<file path="config.mk">
export PLATFORM = sky130hd
export DESIGN_NAME = fifo_stream_reader
export DESIGN_NICKNAME = d
export VERILOG_FILES = /design/src/rtl/fifo_pkg.sv /design/src/rtl/stream_obuf.sv /design/src/rtl/fifo_stream_reader.sv
export SDC_FILE = /design/constraint.sdc
export NUM_CORES = 1
export LEC_CHECK = 0
export ABC_AREA = 1
export BUFFER_PORTS_ARGS = -buffer_cell sky130_fd_sc_hd__buf_2
export CAP_MARGIN = 5
export CORE_MARGIN = 5
export CORE_UTILIZATION = 49
export CTS_CLUSTER_SIZE = 28
export DETAILED_ROUTE_END_ITERATION = 10
export MAX_ROUTING_LAYER = met4
export PLACE_DENSITY = 0.75
export SKIP_CTS_REPAIR_TIMING = 1
export SLEW_MARGIN = 20
export SYNTH_ARGS = -nofsm -noshare
export SYNTH_HDL_FRONTEND = slang
export SYNTH_SLANG_ARGS = --single-unit
</file>
<file path="constraint.sdc">
create_clock -name clk_i -period 4.4 [get_ports clk_i]
set_input_delay 0.66 -clock clk_i [delete_from_list [all_inputs] [get_ports clk_i]]
set_output_delay 0.66 -clock clk_i [all_outputs]
set_load 0.05 [all_outputs]
</file>
<file path="src/rtl/fifo_pkg.sv">
// Shared latency/depth helpers for the FIFO read-side stream adapter.
// Buffer depth is the effective read latency plus two entries so a full-rate stream survives the credit loop.
package fifo_pkg;

  localparam int MAX_READ_LATENCY = 3;

  function automatic int eff_lat(input int show_ahead, input int read_latency);
    return (show_ahead != 0) ? 0 : read_latency;
  endfunction

  function automatic int buf_depth(input int lat);
    return lat + 2;
  endfunction

endpackage

</file>
<file path="src/rtl/stream_obuf.sv">
// Circular flop buffer with head/tail pointers; push and pop may coincide, clr_i empties it in one cycle.
// Head data comes straight from flops; the caller never pops when empty nor pushes when full.
module stream_obuf #(
  parameter int DATA_WIDTH = 32,
  parameter int DEPTH      = 3,
  localparam int CNT_W     = $clog2(DEPTH + 1)
) (
  input  logic                  clk_i,
  input  logic                  rst_i,
  input  logic                  clr_i,
  input  logic                  push_i,
  input  logic [DATA_WIDTH-1:0] push_dat_i,
  input  logic                  pop_i,
  output logic [DATA_WIDTH-1:0] head_dat_o,
  output logic [CNT_W-1:0]      cnt_o
);

  localparam int PTR_W = (DEPTH > 1) ? $clog2(DEPTH) : 1;
  localparam logic [PTR_W-1:0] LAST = PTR_W'(DEPTH - 1);

  logic [DATA_WIDTH-1:0] mem_q [DEPTH];
  logic [PTR_W-1:0]      head_q, head_d;
  logic [PTR_W-1:0]      tail_q, tail_d;
  logic [CNT_W-1:0]      cnt_q, cnt_d;

  function automatic logic [PTR_W-1:0] ptr_inc(input logic [PTR_W-1:0] p);
    return (p == LAST) ? '0 : p + 1'b1;
  endfunction

  always_comb begin
    head_d = head_q;
    tail_d = tail_q;
    cnt_d  = cnt_q;
    if (clr_i) begin
      head_d = '0;
      tail_d = '0;
      cnt_d  = '0;
    end else begin
      if (push_i) tail_d = ptr_inc(tail_q);
      if (pop_i)  head_d = ptr_inc(head_q);
      cnt_d = cnt_q + CNT_W'(push_i) - CNT_W'(pop_i);
    end
  end

  always_ff @(posedge clk_i) begin
    if (rst_i) begin
      head_q <= '0;
      tail_q <= '0;
      cnt_q  <= '0;
    end else begin
      head_q <= head_d;
      tail_q <= tail_d;
      cnt_q  <= cnt_d;
    end
  end

  // Payload needs no reset: cnt_q gates visibility.
  always_ff @(posedge clk_i) begin
    if (push_i && !clr_i) mem_q[tail_q] <= push_dat_i;
  end

  assign head_dat_o = mem_q[head_q];
  assign cnt_o      = cnt_q;

endmodule

</file>
<file path="src/rtl/fifo_stream_reader.sv">
// Drains a sync FIFO into a valid/ready stream; first word valid EFF_LAT+1 cycles after its pop.
// Pops are credit-limited by registered occupancy only, so m_ready_i never reaches fifo_pop_o.
module fifo_stream_reader
  import fifo_pkg::*;
#(
  parameter int DATA_WIDTH   = 32,
  parameter int READ_LATENCY = 1,
  parameter int SHOW_AHEAD   = 0,
  localparam int EFF_LAT     = eff_lat(SHOW_AHEAD, READ_LATENCY),
  localparam int BUF_DEPTH   = buf_depth(EFF_LAT),
  localparam int OCC_W       = $clog2(BUF_DEPTH + 1)
) (
  input  logic                  clk_i,
  input  logic                  rst_i,
  input  logic                  fifo_empty_i,
  input  logic [DATA_WIDTH-1:0] fifo_data_i,
  output logic                  fifo_pop_o,
  input  logic                  flush_i,
  output logic [DATA_WIDTH-1:0] m_data_o,
  output logic                  m_valid_o,
  input  logic                  m_ready_i,
  output logic [OCC_W-1:0]      occupancy_o
);

  logic             ret_vld;
  logic             consume;
  logic [OCC_W-1:0] buf_cnt;
  logic [OCC_W-1:0] inflight_cnt;
  logic [OCC_W-1:0] occ;

  assign occ         = buf_cnt + inflight_cnt;
  assign fifo_pop_o  = ~rst_i & ~flush_i & ~fifo_empty_i & (occ < OCC_W'(BUF_DEPTH));
  assign m_valid_o   = (buf_cnt != '0);
  assign consume     = m_valid_o & m_ready_i;
  assign occupancy_o = occ;

  if (EFF_LAT == 0) begin : g_lat0
    assign ret_vld      = fifo_pop_o;
    assign inflight_cnt = '0;
  end else begin : g_pipe
    logic [EFF_LAT-1:0] pipe_q, pipe_d;

    // One valid bit per outstanding read; the MSB marks the word landing on fifo_data_i now.
    always_comb begin
      pipe_d = (pipe_q << 1) | EFF_LAT'(fifo_pop_o);
      if (flush_i) pipe_d = '0;
    end

    always_ff @(posedge clk_i) begin
      if (rst_i) pipe_q <= '0;
      else       pipe_q <= pipe_d;
    end

    assign ret_vld = pipe_q[EFF_LAT-1];

    always_comb begin
      inflight_cnt = '0;
      for (int i = 0; i < EFF_LAT; i++) inflight_cnt = inflight_cnt + OCC_W'(pipe_q[i]);
    end
  end

  stream_obuf #(
    .DATA_WIDTH(DATA_WIDTH),
    .DEPTH     (BUF_DEPTH)
  ) u_obuf (
    .clk_i     (clk_i),
    .rst_i     (rst_i),
    .clr_i     (flush_i),
    .push_i    (ret_vld),
    .push_dat_i(fifo_data_i),
    .pop_i     (consume),
    .head_dat_o(m_data_o),
    .cnt_o     (buf_cnt)
  );

endmodule

</file>
* Word-level counts from Yosys, hierarchy flattened
Memory sizes are Yosys's and may differ from the RTL's. A register that Yosys moved wholly into a read port is not among the register bits.
Index checks and enable logic that the tools add are counted.
** Storage, ports and cells
- Memories kept :: 1
- Register bits :: 7
- Bits in writable memories :: 96
** Memories
- u_obuf.mem_q :: depth 3, width 32, rd ports 1, clocked after memory_dff 1, wr ports 1, RTL line stream_obuf.sv:21 : logic [DATA_WIDTH-1:0] mem_q [DEPTH];
** Cells by class
- Order comparisons :: 1
- Muxes and demuxes :: 6
- Bitwise operators :: 7
- Equal/unequal tests :: 2
- Reduce and logical (&&, ||, !) cells :: 4
- Add/sub/neg operators :: 4
** Operators by type and width (number)
- $mux 2 :: 4
- $add 2x1->2 const B :: 2
- $and 1x1->1 :: 4
- $eq 2x2->1 const B :: 2
- $not 1->1 :: 3
- $add 2x1->2 :: 1
- $lt 2x2->1 const B :: 1
- $mux 1 :: 2
- $reduce_bool 2->1 :: 1
- $reduce_or 2->1 :: 1
- $sub 2x1->2 :: 1
- $logic_and 1x1->1 :: 1
- $logic_not 1->1 :: 1

* Longest topological paths before layout
- Depth in word-level cells :: 4
- Gate-level depth with buffers :: 7
- Gate-level depth less buffers :: 7

* Hierarchy
A second synthesis with hierarchy kept.
** Second synthesis, totals
- Cell total of the unflattened synthesis :: 297
- Area, all modules :: 3992.6 um^2
** Modules (own cells, without submodules)
- stream_obuf :: area an instance 3902.5 um^2, cells each 283, times used 1
- fifo_stream_reader :: area an instance 90.1 um^2, cells each 14, times used 1

* Worst setup path before layout
OpenSTA, ideal clock, no wires.
- Kind :: input port to flip-flop
- From :: input flush_i
- To :: memory u_obuf.mem_q[2][0] (enable)
- Cell stages on the path :: 1
- Buffers on the path :: 0
- Required time :: 3.895 ns
- Library setup time :: 0.505 ns
- Setup slack :: 0.022 ns
- Arrival :: 3.873 ns
- Cells stage by stage :: nor4_1
** Between the ends
- Cells in the longest elaborated chain, start to end :: 4
** Ends and longest elaborated chain
- from (decl) :: RTL line fifo_stream_reader.sv:18 : input logic flush_i,
- $logic_not 1->1 :: RTL line stream_obuf.sv:59 : if (push_i && !clr_i) mem_q[tail_q] <= push_dat_i;
- $logic_and 1x1->1 :: RTL line stream_obuf.sv:59
- $mux 1 :: RTL line stream_obuf.sv:59
- $mux 1 (implied by the code) :: RTL line stream_obuf.sv:59
- to (decl) :: RTL line stream_obuf.sv:21
No other way between the ends.

==> impl_metrics.json <==
{
  "synth_top_cell_area_share": 0.721,
  "io_buffers": 72,
  "nNetsFinal": 415,
  "synth_cell_types": 15,
  "seq_area_sq_um": 3060,
  "synth-seq-area-share": 0.766,
  "clkTransAtPathRegs_ns": 0.09,
  "powerDensity_nw_per_um2": 405,
  "fin_crit_ns": 2.76,
  "grt_overflow": 0,
  "cp.required_ns": 3.74,
  "crit_chain": "buf_4 > clkinv_4 > nand2_1 > a21oi_1 > buf_2",
  "netlist_instances": 303,
  "synth_area_sq_um": 4000,
  "rows": 33,
  "fp.dieW_um": 100,
  "whs_ns": 0.498,
  "ant_nets": 0,
  "ctsRootBufferMaster": "clkbuf_8",
  "hpwlAfterDp_mm": 4.72,
  "hp-class": "flip-flop to flip-flop",
  "htree_levels": 3,
  "grt_usage": 0.162,
  "setup_tns_ns": 0,
  "drive_gt1_frac": 0.255,
  "grt_pass1_wl_mm": 12.2,
  "finalSetupViolCount": 0,
  "drt-pass1-iter-count": 4,
  "synth_top_area_cell": "edfxtp_1",
  "grt_setup_unrepaired": "false",
  "viasPerCell": 5.01,
  "dieHeight_um": 100,
  "final_util": 0.575,
  "grt_pass1_vias": 2513,
  "path_max_fanout": 32,
  "clk_latency_ns": 0.35,
  "cpMaxStageDelayCell": "dfxtp_1",
  "dieArea_sq_um": 10100,
  "n_fill_cell": 704,
  "ys_warn_count": 0,
  "wl_per_cell_um": 15.5,
  "drc": 0,
  "cts_tree": "done",
  "clock_path_buffers": 2,
  "final_cell_mix": "edfxtp_1 (96), buf_2 (72), a21oi_1 (66), nand2_1 (48), nor2_1 (46)",
  "finClkSkew_ns": 0.00583,
  "maxSlewHeadroom": 0.334,
  "multi_input_area_sq_um": 769,
  "ir_drop_mv": 0.219,
  "num_vias": 2437,
  "synthesis.nets": 342,
  "cts_sinks": 105,
  "coreArea_sq_um": 8090,
  "max_stage_delay_ns": 0.66,
  "yosys-top-cells-area": "edfxtp_1 (72%), a21oi_1 (8.3%), dfxtp_1 (4.5%)",
  "wirelength_mm": 7.51,
  "dp_slack_ns": 2.02,
  "layout_commonest_cell": "edfxtp_1",
  "avgSynthCellArea_sq_um": 13.2,
  "initial_core_util": 0.494,
  "fmax_mhz": 363,
  "drt-initial-drc-count": 97,
  "startpoint_type": "flip-flop",
  "ios": 73,
  "tightestPinTransition_ns": 0.996,
  "fin_crit_sh": 0.627,
  "fin_ws_ns": 1.64,
  "antenna_found_initial": 0,
  "grt_max_degree": 34,
  "area_growth_pct": 16.4,
  "crit_type": "flip-flop to output pin",
  "hold_viol_final": 0,
  "p_leak_uw": 0.00176,
  "status": "completed",
  "crit_arrival_ns": 2.10,
  "drv_cap": 0,
  "cts_buffers": 9,
  "slew_violations": 0,
  "place.gp.congestion": 0.790,
  "antenna-diode-count": 0,
  "synth-seq-cells": 105,
  "critPathCaptureType": "output pin"
}
## report_power, final
| group | internal (uW) | switching [uW] | leakage [uW] |
|---|---|---|---|
| clock network | 378 | 309 | 0.000114 |
| registers | 1090 | 2.99 | 0.000938 |
| logic | 28.0 | 75.2 | 0.000706 |
## final cells by class
class,count,area share
Inverter,14,0.0129
Clock buffer,9,0.0266
Sequential cell,105,0.658
Multi-Input combinational cell,170,0.165
Clock inverter,7,0.0253
Tap cell,105,0.0282
Timing Repair Buffer,76,0.0838
## Yosys cell counts
cell	count
edfxtp_1	96
a21oi_1	66
nand2_1	48
nor2_1	48
inv_1	12
dfxtp_1	9
buf_4	8
buf_6	6
nand3_1	3
ha_1	2
clkinv_4	1
inv_4	1
nor2_2	1
nor4_1	1
o21ai_0	1
## registers in the layout (all words and copies together) (netlist names), named ones only
| register | count |
|---|---|
| u_obuf.head_q | 2 |
| u_obuf.mem_q | 96 |
| u_obuf.tail_q | 2 |
| g_pipe.pipe_q | 1 |
| u_obuf.cnt_o | 2 |
## per-layer routing
layer / vias up / GRT usage / wire length [um]
li1: 1206 / - / -
met2: 77 / 0.270 / 3910
met5: - / - / 0
met4: 0 / 0.0591 / 0
met1: 1154 / 0.197 / 3100
met3: 0 / 0.0341 / 503
## metrics by stage
step | instances | area [sq um] | power (uW)
CTS | 486 | 4660 | 1900
global route | 486 | 4660 | 1950
global placement | 470 | 4410 | 1220
finish | 486 | 4660 | 1890
detailed placement | 470 | 4410 | 1220
floorplan | 303 | 4000 | 1180
## worst max-delay path: cells and delay by family, from the launching register on
kind            cells  cell delay (ns)
simple gates        1             0.13
compound gates      1             0.08
flops               1             0.66
buf+inv             3             0.86
## final timing paths
check | start | cells past startpoint | slack (ns) | end
max | flip-flop | 5 | 1.64 | m_data_o[8]
min | u_obuf.tail_q[1]$_SDFFE_PP0P_ | 2 | 0.50 | u_obuf.tail_q[1]$_SDFFE_PP0P_
max reg2reg | u_obuf.tail_q[0]$_SDFFE_PP0P_ | 2 | 2.67 | u_obuf.mem_q[1][24]$_DFFE_PP_
min reg2reg | u_obuf.tail_q[1]$_SDFFE_PP0P_ | 2 | 0.50 | u_obuf.tail_q[1]$_SDFFE_PP0P_
## logic make-up (layout without fill, tap and decap cells)
group,Yosys count,in the layout,synth area share
and+or+nand+nor,101,101,0.0970
AOI/OAI and AO/OA,67,67,0.0839
DFF,105,105,0.766
buffers and inverters,28,106,0.0469
adders and majority gates,2,2,0.00626
(Power assumes the default switching activity.)
